File: src/rtl/if_fetch_stage.sv
// Instruction-fetch stage: owns the PC and fetches over a req/ack imem handshake.
// It feeds instr/pc to the IF/ID buffer, emitting NOP bubbles with valid_out=0.
// A one-entry skid buffer holds a word that arrives during a decode stall.
// DRAIN lets an unwithdrawable request finish after a redirect.
module if_fetch_stage #(
   parameter logic [31:0] RESET_PC  = 32'h0,
   parameter logic [31:0] PC_STEP   = 32'h1,
   parameter logic [31:0] NOP_INSTR = 32'h0
) (
   input  logic        clk,
   input  logic        rst_n,
   input  logic        stall,
   input  logic        redirect_valid,
   input  logic [31:0] redirect_pc,
   output logic        imem_req,
   output logic [31:0] imem_addr,
   input  logic        imem_ack,
   input  logic [31:0] imem_rdata,
   output logic [31:0] instr_out,
   output logic [31:0] pc_out,
   output logic        valid_out
);

   typedef enum logic [1:0] {StIdle, StFetch, StHold, StDrain} state_t;

   state_t      state_q, state_d;
   logic [31:0] pc_q, pc_d;
   logic [31:0] pending_q, pending_d;
   logic [31:0] skid_instr_q, skid_instr_d;
   logic [31:0] skid_pc_q, skid_pc_d;
   logic [31:0] instr_q, instr_d;
   logic [31:0] pc_out_q, pc_out_d;
   logic        valid_q, valid_d;

   // State register
   always_ff @(posedge clk or negedge rst_n) begin
      if (!rst_n) begin
         state_q <= StIdle;
      end else begin
         state_q <= state_d;
      end
   end

   // Datapath registers: PC, redirect target, skid entry and IF/ID outputs
   always_ff @(posedge clk or negedge rst_n) begin
      if (!rst_n) begin
         pc_q         <= RESET_PC;
         pending_q    <= 32'h0;
         skid_instr_q <= 32'h0;
         skid_pc_q    <= 32'h0;
         instr_q      <= NOP_INSTR;
         pc_out_q     <= 32'h0;
         valid_q      <= 1'b0;
      end else begin
         pc_q         <= pc_d;
         pending_q    <= pending_d;
         skid_instr_q <= skid_instr_d;
         skid_pc_q    <= skid_pc_d;
         instr_q      <= instr_d;
         pc_out_q     <= pc_out_d;
         valid_q      <= valid_d;
      end
   end

   // Next-state logic; redirect outranks stall and ack
   always_comb begin
      state_d = state_q;
      unique case (state_q)
         StIdle:  state_d = StFetch;
         StFetch: begin
            if (redirect_valid) begin
               // an unacked request cannot be withdrawn, so wait it out in DRAIN
               state_d = imem_ack ? StFetch : StDrain;
            end else if (imem_ack && stall) begin
               state_d = StHold;
            end
         end
         StHold:  if (redirect_valid || !stall) state_d = StFetch;
         StDrain: if (imem_ack) state_d = StFetch;
         default: state_d = StIdle;
      endcase
   end

   // Datapath next-state: PC advance, skid capture and IF/ID output updates
   always_comb begin
      pc_d         = pc_q;
      pending_d    = pending_q;
      skid_instr_d = skid_instr_q;
      skid_pc_d    = skid_pc_q;
      instr_d      = instr_q;
      pc_out_d     = pc_out_q;
      valid_d      = valid_q;
      if (redirect_valid) begin
         instr_d = NOP_INSTR;
         valid_d = 1'b0;
      end
      unique case (state_q)
         StIdle: begin
            if (redirect_valid) pc_d = redirect_pc;
         end
         StFetch: begin
            if (redirect_valid) begin
               if (imem_ack) pc_d = redirect_pc;
               else          pending_d = redirect_pc;
            end else if (imem_ack) begin
               pc_d = pc_q + PC_STEP;
               if (stall) begin
                  skid_instr_d = imem_rdata;
                  skid_pc_d    = pc_q;
               end else begin
                  instr_d  = imem_rdata;
                  pc_out_d = pc_q;
                  valid_d  = 1'b1;
               end
            end else if (!stall) begin
               instr_d = NOP_INSTR;
               valid_d = 1'b0;
            end
         end
         StHold: begin
            if (redirect_valid) begin
               pc_d = redirect_pc;
            end else if (!stall) begin
               instr_d  = skid_instr_q;
               pc_out_d = skid_pc_q;
               valid_d  = 1'b1;
            end
         end
         StDrain: begin
            instr_d = NOP_INSTR;
            valid_d = 1'b0;
            if (redirect_valid) begin
               // newest target wins, even when it coincides with the drain ack
               pending_d = redirect_pc;
               if (imem_ack) pc_d = redirect_pc;
            end else if (imem_ack) begin
               pc_d = pending_q;
            end
         end
         default: ;
      endcase
   end

   // Outputs decoded from state and registers
   always_comb begin
      imem_req  = (state_q == StFetch) || (state_q == StDrain);
      imem_addr = pc_q;
      instr_out = instr_q;
      pc_out    = pc_out_q;
      valid_out = valid_q;
   end

endmodule

File: config.mk
export PLATFORM = sky130hd
export DESIGN_NAME = if_fetch_stage
export DESIGN_NICKNAME = d
export VERILOG_FILES = /design/src/rtl/if_fetch_stage.sv
export SDC_FILE = /design/constraint.sdc
export NUM_CORES = 1
export LEC_CHECK = 0
export CORE_ASPECT_RATIO = 1.2
export CORE_MARGIN = 4
export CORE_UTILIZATION = 55
export DETAILED_ROUTE_END_ITERATION = 8
export GPL_TIMING_DRIVEN = 0
export MAX_ROUTING_LAYER = met4
export PLACE_DENSITY = 0.89
export SLEW_MARGIN = 0
export SYNTH_ARGS = -nofsm -noshare
export SYNTH_HDL_FRONTEND = slang
export SYNTH_SLANG_ARGS = --single-unit
File: constraint.sdc
create_clock -name clk -period 4.8 [get_ports clk]
set_clock_uncertainty 0.15 [all_clocks]
set_input_delay 1.2 -clock clk [delete_from_list [all_inputs] [get_ports clk]]
set_output_delay 1.2 -clock clk [all_outputs]
set_load 0.05 [all_outputs]
==> qor.yml <==
outcome:
  status: "finished clean"
worst_setup_path:
  r2r_cells: 7
  ff2ff_setup_slack_ns: 1.99
  worstPathRequired_ns: 5.02
  rr_endpoint: "pc_out[19]$_DFFE_PN0P_"
  cp-end-kind: "flip-flop"
  cp_max_fo: 10
  r2r-start: "state_q[0]$_DFFE_PN0P_"
  worst-setup-path-type: "input pin to flip-flop"
  worstPathArrival_ns: 3.79
  start_kind: "input pin"
yosys:
  async_flop_share_pct: 100.0
  synth_nets: 1043
  postSynthAreaPerCell_um2: 10.84
  syn_inst: 973
  synth-edff-count: 0
  synth-seq-cells: 195
  ys_warn_count: 0
  yosysSeqAreaShare_pct: 46.27
  synthesis.area_mm2: 0.01055
  synth.distinct_cells: 77
  synthFlopType: "dfrtp_1"
timing:
  fin_ws_ns: 1.228
  setup_viol: 0
  fmax_mhz: 280.0
  fin_crit_sh_pct: 74.41
  grt_setup_unrepaired: "no"
  relSlewSlack_pct: 5.796
  fin_tns_setup_ns: 0
  finalCriticalPeriod_ns: 3.572
  hold_viol: 0
  drv_slew: 0
  worst_pin_slew_ns: 1.404
clock_tree:
  clock-root-buffer: "clkbuf_16"
  cts_sinks: 195
  htree_levels: 4
  cts_buffers: 17
  clk_pin_slew_ns: 0.08
  cts_hold_buffers: 0
  worstSkewPairLatency_ns: 0.45
  cts_setup_buffers: 0
  cts_resized: 0
  clk_path_buf_depth: 2
  cts_tree: "yes"
finish:
  diodes: 0
  final_nets: 1228
  layout_common_cells: "195 x dfrtp_1, 164 x clkdlybuf4s50_1, 75 x mux2i_1, 71 x o21ai_0, 67 x nand2_1"
  layout-drive-gt1-share_pct: 17.51
  fin_util_pct: 69.82
  fillers: 1449
  layout_commonest_cell: "dfrtp_1"
  stdcell_area_mm2: 0.01317
  syn2layout_area_growth_pct: 24.83
detailed_routing:
  vias: 9332
  firstDrtPassIters: 6
  drtIter0Drc: 977
  viasPerCell: 6.540
  drc_errors: 0
  routedWlPerCell_um: 23.71
  drt-total-wl_mm: 33.84
  drtAntennaViolNets: 0
floorplan:
  die_w_um: 134.4
  io_pins: 167
  core_mm2: 0.01886
  row_count: 55
  start_util_pct: 55.93
  fp.dieH_um: 159.7
  die_area_mm2: 0.02146
pwr:
  leakagePower_nw: 5.402
  p_per_area_mw_per_mm2: 472.9
  ir_drop_uv: 281.7
hold_path:
  hold_path_startpoint: "pc_out[2]$_DFFE_PN0P_"
  hold_path.class: "flip-flop to flip-flop"
  hold_depth: 2
  whs_endpoint: "pc_out[2]$_DFFE_PN0P_"
grt:
  grt_usage_pct: 32.41
  grt_max_degree: 121
  grt_first_pass_wirelength_mm: 53.39
  antenna_found_initial: 0
  grt_pass1_vias: 9696
  grt_remaining_overflow: 0
flow_run:
  max_cap_viol_count: 0
placement:
  dpl-instance-area_mm2: 0.01255
  dp_hpwl_mm: 23.51
  gp_congestion: 0.9988
  place_ws_ns: 0.8971
  portBuffers: 165
[layer usage]
layer  GRT usage (%)  up-vias  routed length [um]
li1                -     4003                   -
met2           51.44      631               16240
met3           6.679      140                3176
met4           14.54        0                1559
met1           40.12     4558               12860
met5               -        -                   0
[registers in the layout, summed over array words and instances (netlist names)]
| register | cells |
|---|---|
| skid_pc_q | 32 |
| state_q | 2 |
| imem_addr | 32 |
| instr_out | 32 |
| valid_out | 1 |
| pc_out | 32 |
| skid_instr_q | 32 |
| pending_q | 32 |
[how the worst max path moves through the flow]
stage / cells after the start / end / slack [ns] / startpoint
after detailed placement: 7 / pc_out[19]$_DFFE_PN0P_ / 0.90 / imem_ack
after floorplan: 7 / imem_addr[19]$_DFFE_PN0P_ / 2.27 / imem_ack
after global routing: 7 / pc_out[17]$_DFFE_PN0P_ / 1.15 / imem_ack
final: 7 / pc_out[19]$_DFFE_PN0P_ / 1.23 / imem_ack
after CTS: 4 / imem_req / 1.34 / state_q[0]$_DFFE_PN0P_
after global placement: 1 / instr_out[7]$_DFF_PN0_ / -5.76 / rst_n
[area by class of cell]
| type | count | area (um2) | share of cell area, % |
|---|---|---|---|
| well taps | 256 | 320.3 | 2.433 |
| inverters | 16 | 60.06 | 0.4562 |
| repair buffers | 166 | 1684 | 12.79 |
| clock inverters | 15 | 188.9 | 1.435 |
| multi-input cells | 675 | 5077 | 38.57 |
| clock buffers | 17 | 425.4 | 3.231 |
| flip-flops and latches | 195 | 4880 | 37.07 |
| plain buffers | 87 | 529.3 | 4.020 |
[where the power goes]
part	internal, mW	switching (mW)
sequential	2.07	0.339
clock	0.753	0.745
combinational	0.957	1.36
[cells in the mapped netlist (7+ instances only)]
cell type	instances	area (um2)
a21oi_1	49	245.2
a221oi_1	10	87.58
a22oi_1	39	292.8
a31oi_1	10	62.56
buf_12	7	140.1
buf_2	40	200.2
clkbuf_1	31	116.4
dfrtp_1	195	4880
inv_1	13	48.80
mux2_2	38	427.9
mux2_4	60	900.9
mux2i_1	75	750.7
nand2_1	67	251.5
nand3_1	11	55.05
nand4_1	13	81.33
nor2_1	48	180.2
nor2b_1	8	50.05
o21ai_0	71	355.3
o21ai_1	7	35.03
o22ai_1	55	344.1
xor2_1	7	61.31
[critical path, cell delays in order]
cell and delay, ns:
clkdlybuf4s50_1 0.48, nand2_1 0.15, nor2_1 0.14, o21ai_1 1.10, clkbuf_1 0.50, nand2_1 0.12, o21ai_0 0.09
[stage by stage]
stage          cells  hold slack [ns]  total power [mW]
3_3_place_gp    1394           0.3117             4.651
5_1_grt         1427           0.3576             6.489
6_report        1427           0.3368             6.226
4_1_cts         1427           0.3400             6.206
3_5_place_dp    1395           0.3233             4.721
2_1_floorplan    973           0.3074             3.923
[cells by family after synthesis]
| family | share of synthesized area [%] |
|---|---|
| compound gates | 18.42 |
| xor+xnor | 0.9135 |
| fa+ha+maj | 0.1186 |
| buf+inv | 5.588 |
| flops | 46.27 |
| mux | 19.93 |
| simple gates | 8.756 |
No activity file was read; power rests on OpenSTA's default activity.
